## src/rtl/pw_update_pkg.sv

```systemverilog
// Shared types and default widths for the password store (auth controller and update writer).
// Latency: n/a (declarations only).
// Backpressure: n/a.
package pw_update_pkg;

    localparam int NIBBLE_W    = 4;
    localparam int NIBBLES     = 4;
    localparam int PASS_W      = NIBBLE_W * NIBBLES;
    localparam int ADDR_W      = 3;
    localparam int TIMEOUT_CYC = 1024;

    // Width of the per-pass entry counter exported on nibble_count.
    localparam int CNT_W       = 3;

    typedef enum logic [2:0] {
        ST_IDLE    = 3'd0,
        ST_ENTER1  = 3'd1,
        ST_ENTER2  = 3'd2,
        ST_COMPARE = 3'd3,
        ST_WRITE   = 3'd4,
        ST_DONE    = 3'd5,
        ST_ERROR   = 3'd6
    } state_t;

endpackage

```

## src/rtl/nibble_collector.sv

```systemverilog
// Shift buffer that assembles a password from successive switch entries, first entry in the MSBs.
// Latency: value/count update on the clock edge that samples shift.
// Backpressure: shifts are dropped once NIBBLES entries are held (full) until clear.
module nibble_collector #(
    parameter int NIBBLE_W = 4,
    parameter int NIBBLES  = 4,
    parameter int CNT_W    = 3,
    localparam int PASS_W  = NIBBLE_W * NIBBLES
) (
    input  logic                clock,
    input  logic                rst,
    input  logic                clear,
    input  logic                shift,
    input  logic [NIBBLE_W-1:0] nibble,
    output logic [PASS_W-1:0]   value,
    output logic [CNT_W-1:0]    count,
    output logic                full
);

    assign full = (count == CNT_W'(NIBBLES));

    // Buffer and count: clear wins, otherwise shift in one nibble while not yet full.
    always_ff @(posedge clock) begin
        if (rst || clear) begin
            value <= '0;
            count <= '0;
        end else if (shift && !full) begin
            value <= {value[PASS_W-NIBBLE_W-1:0], nibble};
            count <= count + 1'b1;
        end
    end

endmodule

```

## src/rtl/password_update_writer.sv

```systemverilog
// Collects a new password twice from the toggle switches and writes it to the logged-in user's RAM slot.
// Latency: last entry -> COMPARE (1 cycle) -> WRITE; wr_ack sampled -> done pulse the next cycle.
// Backpressure: WRITE holds wr_en/wr_addr/wr_data stable until wr_ack; entries are ignored outside ENTER states.
module password_update_writer #(
    parameter int NIBBLE_W    = pw_update_pkg::NIBBLE_W,
    parameter int NIBBLES     = pw_update_pkg::NIBBLES,
    parameter int ADDR_W      = pw_update_pkg::ADDR_W,
    parameter int TIMEOUT_CYC = pw_update_pkg::TIMEOUT_CYC,
    localparam int PASS_W     = NIBBLE_W * NIBBLES
) (
    input  logic                clock,
    input  logic                rst,
    input  logic                password_change,
    input  logic [ADDR_W-1:0]   internal_id,
    input  logic [NIBBLE_W-1:0] toggle_entry,
    input  logic                enter_button,
    input  logic                cancel_button,
    input  logic                wr_ack,
    output logic                wr_en,
    output logic [ADDR_W-1:0]   wr_addr,
    output logic [PASS_W-1:0]   wr_data,
    output logic                busy,
    output logic                done,
    output logic                mismatch_led,
    output logic [2:0]          nibble_count
);

    import pw_update_pkg::*;

    localparam int TW = $clog2(TIMEOUT_CYC + 1);

    state_t              state;
    state_t              next_state;
    logic                pc_prev;
    logic [ADDR_W-1:0]   id_q;
    logic [TW-1:0]       timer;
    logic                led_q;

    logic                start;
    logic                in_enter;
    logic                timeout_hit;
    logic                abort;
    logic                clr_all;
    logic                clr_buf2;
    logic                shift1;
    logic                shift2;
    logic [PASS_W-1:0]   buf1;
    logic [PASS_W-1:0]   buf2;
    logic [2:0]          cnt1;
    logic [2:0]          cnt2;
    logic                full1;
    logic                full2;

    // A session only starts on a fresh rising edge of password_change, never on a held level.
    assign start       = (state == ST_IDLE) && password_change && !pc_prev;
    assign in_enter    = (state == ST_ENTER1) || (state == ST_ENTER2);
    assign timeout_hit = in_enter && (timer == TW'(TIMEOUT_CYC - 1));
    assign abort       = cancel_button || !password_change || timeout_hit;

    // Both buffers are wiped at session start and on every return to IDLE so no secret lingers.
    assign clr_all  = start || ((state != ST_IDLE) && (next_state == ST_IDLE));
    assign clr_buf2 = clr_all || ((state == ST_ENTER1) && (next_state == ST_ENTER2));

    // Cancel (or any abort) in the same cycle as enter suppresses the shift.
    assign shift1 = (state == ST_ENTER1) && enter_button && !abort;
    assign shift2 = (state == ST_ENTER2) && enter_button && !abort;

    nibble_collector #(
        .NIBBLE_W (NIBBLE_W),
        .NIBBLES  (NIBBLES),
        .CNT_W    (3)
    ) u_buf1 (
        .clock  (clock),
        .rst    (rst),
        .clear  (clr_all),
        .shift  (shift1),
        .nibble (toggle_entry),
        .value  (buf1),
        .count  (cnt1),
        .full   (full1)
    );

    nibble_collector #(
        .NIBBLE_W (NIBBLE_W),
        .NIBBLES  (NIBBLES),
        .CNT_W    (3)
    ) u_buf2 (
        .clock  (clock),
        .rst    (rst),
        .clear  (clr_buf2),
        .shift  (shift2),
        .nibble (toggle_entry),
        .value  (buf2),
        .count  (cnt2),
        .full   (full2)
    );

    // State register.
    always_ff @(posedge clock) begin
        if (rst) begin
            state <= ST_IDLE;
        end else begin
            state <= next_state;
        end
    end

    // Next-state logic: aborts cover entry and compare; WRITE ignores everything but wr_ack.
    always_comb begin
        next_state = state;
        case (state)
            ST_IDLE: begin
                if (start) next_state = ST_ENTER1;
            end
            ST_ENTER1: begin
                if (abort)      next_state = ST_IDLE;
                else if (full1) next_state = ST_ENTER2;
            end
            ST_ENTER2: begin
                if (abort)      next_state = ST_IDLE;
                else if (full2) next_state = ST_COMPARE;
            end
            ST_COMPARE: begin
                if (abort)             next_state = ST_IDLE;
                else if (buf1 == buf2) next_state = ST_WRITE;
                else                   next_state = ST_ERROR;
            end
            ST_WRITE: begin
                if (wr_ack) next_state = ST_DONE;
            end
            ST_DONE: begin
                next_state = ST_IDLE;
            end
            ST_ERROR: begin
                if (cancel_button || !password_change) next_state = ST_IDLE;
            end
            default: next_state = ST_IDLE;
        endcase
    end

    // password_change history for the start edge detector.
    always_ff @(posedge clock) begin
        if (rst) pc_prev <= 1'b0;
        else     pc_prev <= password_change;
    end

    // Latch the user slot at session start so a later id change cannot redirect the write.
    always_ff @(posedge clock) begin
        if (rst)        id_q <= '0;
        else if (start) id_q <= internal_id;
    end

    // Inactivity timer: runs only while waiting for entries, restarts on each press and state change.
    always_ff @(posedge clock) begin
        if (rst || !in_enter || enter_button || (next_state != state)) begin
            timer <= '0;
        end else begin
            timer <= timer + 1'b1;
        end
    end

    // Sticky mismatch indicator: set by a failed compare, cleared only by a new session or reset.
    always_ff @(posedge clock) begin
        if (rst) begin
            led_q <= 1'b0;
        end else if (start) begin
            led_q <= 1'b0;
        end else if ((state == ST_COMPARE) && (next_state == ST_ERROR)) begin
            led_q <= 1'b1;
        end
    end

    // Outputs decoded from state; address and data are forced to zero whenever no write is requested.
    always_comb begin
        wr_en        = (state == ST_WRITE);
        wr_addr      = '0;
        wr_data      = '0;
        busy         = (state != ST_IDLE);
        done         = (state == ST_DONE);
        mismatch_led = led_q;
        nibble_count = 3'd0;
        if (state == ST_WRITE) begin
            wr_addr = id_q;
            wr_data = buf1;
        end
        if (state == ST_ENTER1) begin
            nibble_count = cnt1;
        end else if ((state == ST_ENTER2) || (state == ST_COMPARE)) begin
            nibble_count = cnt2;
        end
    end

endmodule

```

## config.mk

```make
export PLATFORM = sky130hd
export DESIGN_NAME = password_update_writer
export DESIGN_NICKNAME = d
export VERILOG_FILES = /design/src/rtl/pw_update_pkg.sv /design/src/rtl/nibble_collector.sv /design/src/rtl/password_update_writer.sv
export SDC_FILE = /design/constraint.sdc
export NUM_CORES = 1
export LEC_CHECK = 0
export CAP_MARGIN = 20
export CORE_ASPECT_RATIO = 0.8
export CORE_MARGIN = 4
export CORE_UTILIZATION = 46
export CTS_CLUSTER_DIAMETER = 100
export DETAILED_ROUTE_END_ITERATION = 16
export PLACE_DENSITY_LB_ADDON = 0.12
export REMOVE_ABC_BUFFERS = 1
export SLEW_MARGIN = 20
export SYNTH_ARGS = -nofsm -noshare
export SYNTH_HDL_FRONTEND = slang
export SYNTH_SLANG_ARGS = --single-unit
```

## constraint.sdc

```tcl
create_clock -name clock -period 2 [get_ports clock]
set_clock_uncertainty 0.2 [all_clocks]
set_input_delay 0.3 -clock clock [delete_from_list [all_inputs] [get_ports clock]]
set_output_delay 0.3 -clock clock [all_outputs]
set_load 0.01 [all_outputs]
```

==> results_dict.tcl <==
set metrics [dict create \
    status "finished with violations" \
    violations "setup timing" \
    setup_violations 69 \
    syn_area_per_cell_um2 9.67 \
    drt-vias-per-instance 5.53 \
    synth_ff_type "dfxtp_1" \
    core_um2 6100 \
    hold_depth 2 \
    r2r_slack_ns -0.20 \
    h-tree-depth 3 \
    antenna_cells 0 \
    clock-sinks 57 \
    cts_tree "built" \
    r2r_start "u_buf2.count[0]" \
    cp-end-kind "flip-flop" \
    nets 464 \
    synth.top_cell.area_share 0.383 \
    drt_iter0_markers 211 \
    finalWorstSetupSlack_ns -0.201 \
    post-place-ws_ns -0.690 \
    multiInputGateArea_um2 2140 \
    grt_max_degree 21 \
    p_leak_nw 2.01 \
    drive_gt1_frac 0.572 \
    drtPass1Iterations 4 \
    seq_area_um2 1160 \
    fill_cells 362 \
    insertion_delay_ns 0.34 \
    final.setup.tns_ns -9.18 \
    postCtsHoldBufs 0 \
    grt_pass1_vias 2845 \
    holdCritStartpoint "password_change" \
    drv_slew 0 \
    hold_viol 0 \
    worstPathArrival_ns 2.22 \
    synth-seq-area-share 0.383 \
    cts_root_buf "clkbuf_8" \
    tightest_slew_ns 0.774 \
    worst-setup-path-type "reg -> reg" \
    synth_edf_count 0 \
    grt_pass1_wl_mm 14.2 \
    min_to "pc_prev" \
    worst_setup_path_start_kind "flip-flop" \
    synth_area_leaders "dfxtp_1, mux2i_1, nor3_2" \
    fp.dieH_um 80.0 \
    ant_nets 0 \
    max_freq_mhz 454 \
    powerDensity_nw_per_um2 466 \
    finalPower_mw 2.34 \
    utilization 0.824 \
    grt.total_usage 0.230 \
    synth_common_cells "dfxtp_1, mux2i_1, nor3_1" \
    cts_made_buffers 9 \
    ys_warn_count 0 \
    vias 2940 \
    synth_largest_area_cell "dfxtp_1" \
    peakVddDrop_uv 461 \
    syn2layout_area_growth_pct 68.7 \
    cp_max_fo 9 \
    drcViolationCount 0 \
    power_frac_clock 0.390 \
    place_area_um2 3990 \
    drv_cap 0 \
    antenna_found_initial 0 \
    cts_buffer_depth 2 \
    timing.rr.end "u_buf1.value[6]" \
    post-route-cell-area_um2 5020 \
    slew_headroom 0.484 \
    hp-class "in -> reg" \
    async_flop_share 0 \
    swShare 0.267 \
    holdWs_ns 0.239 \
    switching_power_uw 626 \
    rsz0062_at_grt "true" \
    io_buffer_count 38 \
    wl_mm 10.3 \
    syn_inst 308 \
    wl_per_cell_um 19.4 \
    period_share 1.10 \
    power.internal_mw 1.72 \
    fin_crit_ns 2.20 \
    critPathMaxStageDelay_ns 0.38 \
    synth_area_um2 2980 \
    path_cells "inv_1 -> ha_1 -> nand2_1 -> a2bb2oi_2 -> a211oi_2 -> buf_4 -> nor4b_4 -> buf_6 -> buf_12 -> nor3_2" \
    dp_hpwl_mm 5.08 \
    yosysMostFrequentCell "dfxtp_1" \
    seqPwrFrac 0.489 \
    slowest_stage "nor4b_4" \
    pin_count 39 \
    p_comb_frac 0.121 \
    worst_ep_required_time_ns 2.02 \
    start_util 0.488 \
    place_inst 485 \
    finalWeightedCongestion 0.868 \
    ys_types 42 \
    worstRegToRegCells 10 \
    num_rows 25 \
    gr-total-overflow 0 \
    ys_ff_latch 57 \
    instances_no_fill 532 \
    die_area_um2 7830 \
    clkTransAtPathRegs_ns 0.07 \
    die_w_um 98.0 \
]
## power groups by stage
| stage | Sequential, mW | Combinational, mW | Clock (mW) |
|---|---|---|---|
| after floorplan | 1.17 | 0.0767 | 0 |
| after global placement | 1.17 | 0.188 | 0 |
| after detailed placement | 1.17 | 0.190 | 0 |
| after CTS | 1.14 | 0.264 | 0.927 |
| after global routing | 1.14 | 0.294 | 0.980 |
| final | 1.15 | 0.282 | 0.914 |
## flip-flops by register name, indices dropped and copies added, names as in the netlist
name,flops
pc_prev,1
mismatch_led,1
state,3
u_buf1.value,16
u_buf2.count,3
id_q,3
u_buf1.count,3
timer,11
u_buf2.value,16
## placed cells by master, fill, tap and decap left out, types with 5 or more instances in the layout
master            n
buf_6            37
and2_4           17
clkdlybuf4s50_1  11
a21oi_1           6
nor3_4           10
xor2_1           20
nor3_2           29
inv_1             7
mux2i_1          31
clkbuf_8          9
xnor2_1           9
nor4_2            5
dfxtp_1          46
nor2_1           17
buf_12            6
nand2_1           8
nor3_1            6
buf_4            81
dfxtp_2           8
nor4_4            5
## per-layer routing
metal	part of all wire	up-vias	global-route usage	wire length (µm)
met5	0	-	0	0
met4	0.024	0	0.0664	250
met3	0.062	28	0.0629	641
met2	0.48	112	0.378	4920
met1	0.44	1435	0.297	4520
li1	-	1365	-	-
## worst max-delay path by stage
stage                  endpoint  cells after the start       startpoint  slack (ns)
2_1_floorplan   u_buf1.value[0]                      6         timer[0]       -2.12
3_3_place_gp           timer[1]                      7  password_change       -0.63
3_5_place_dp           timer[0]                      7  password_change       -0.69
4_1_cts        u_buf2.value[15]                      8         state[2]       -0.16
5_1_grt        u_buf2.value[14]                     10  u_buf2.count[0]       -0.27
6_report        u_buf1.value[6]                     10  u_buf2.count[0]       -0.20
## final cells by class
type | count | share of cell area
multi-input cells | 220 | 0.426
repair buffers | 148 | 0.283
flip-flops and latches | 57 | 0.231
clock buffers | 10 | 0.0254
well taps | 81 | 0.0202
inverters | 10 | 0.00747
clock inverters | 6 | 0.00697
## cell families (layout without fill, tap and decap cells)
logic type      count (synthesis)  count (layout)  share of synthesized area
compound gates                 21              21                     0.0483
xor+xnor                       29              29                     0.0853
fa+ha+maj                       5               5                     0.0210
buf+inv                        31             174                     0.0626
flops                          57              57                      0.383
mux                            37              37                      0.124
simple gates                  128             128                      0.275
## worst max-delay path, delay by kind of cell (launching register included)
kind / cells / cell delay, ns
flip-flops: 1 / 0.35
buffers and inverters: 4 / 0.57
AO/OA/AOI/OAI: 2 / 0.23
adder cells (fa/ha/maj): 1 / 0.20
AND/OR/NAND/NOR: 3 / 0.55
## repair_timing
| item | 4_1_cts | 5_1_grt |
|---|---|---|
| resized for setup | 159 | 108 |
| pin swaps | 35 | 33 |
| setup buffers | 13 | 15 |
| setup endpoints to repair | 76 | 75 |
| gates cloned | 9 | 4 |
Power figures use the tool's default switching activity.
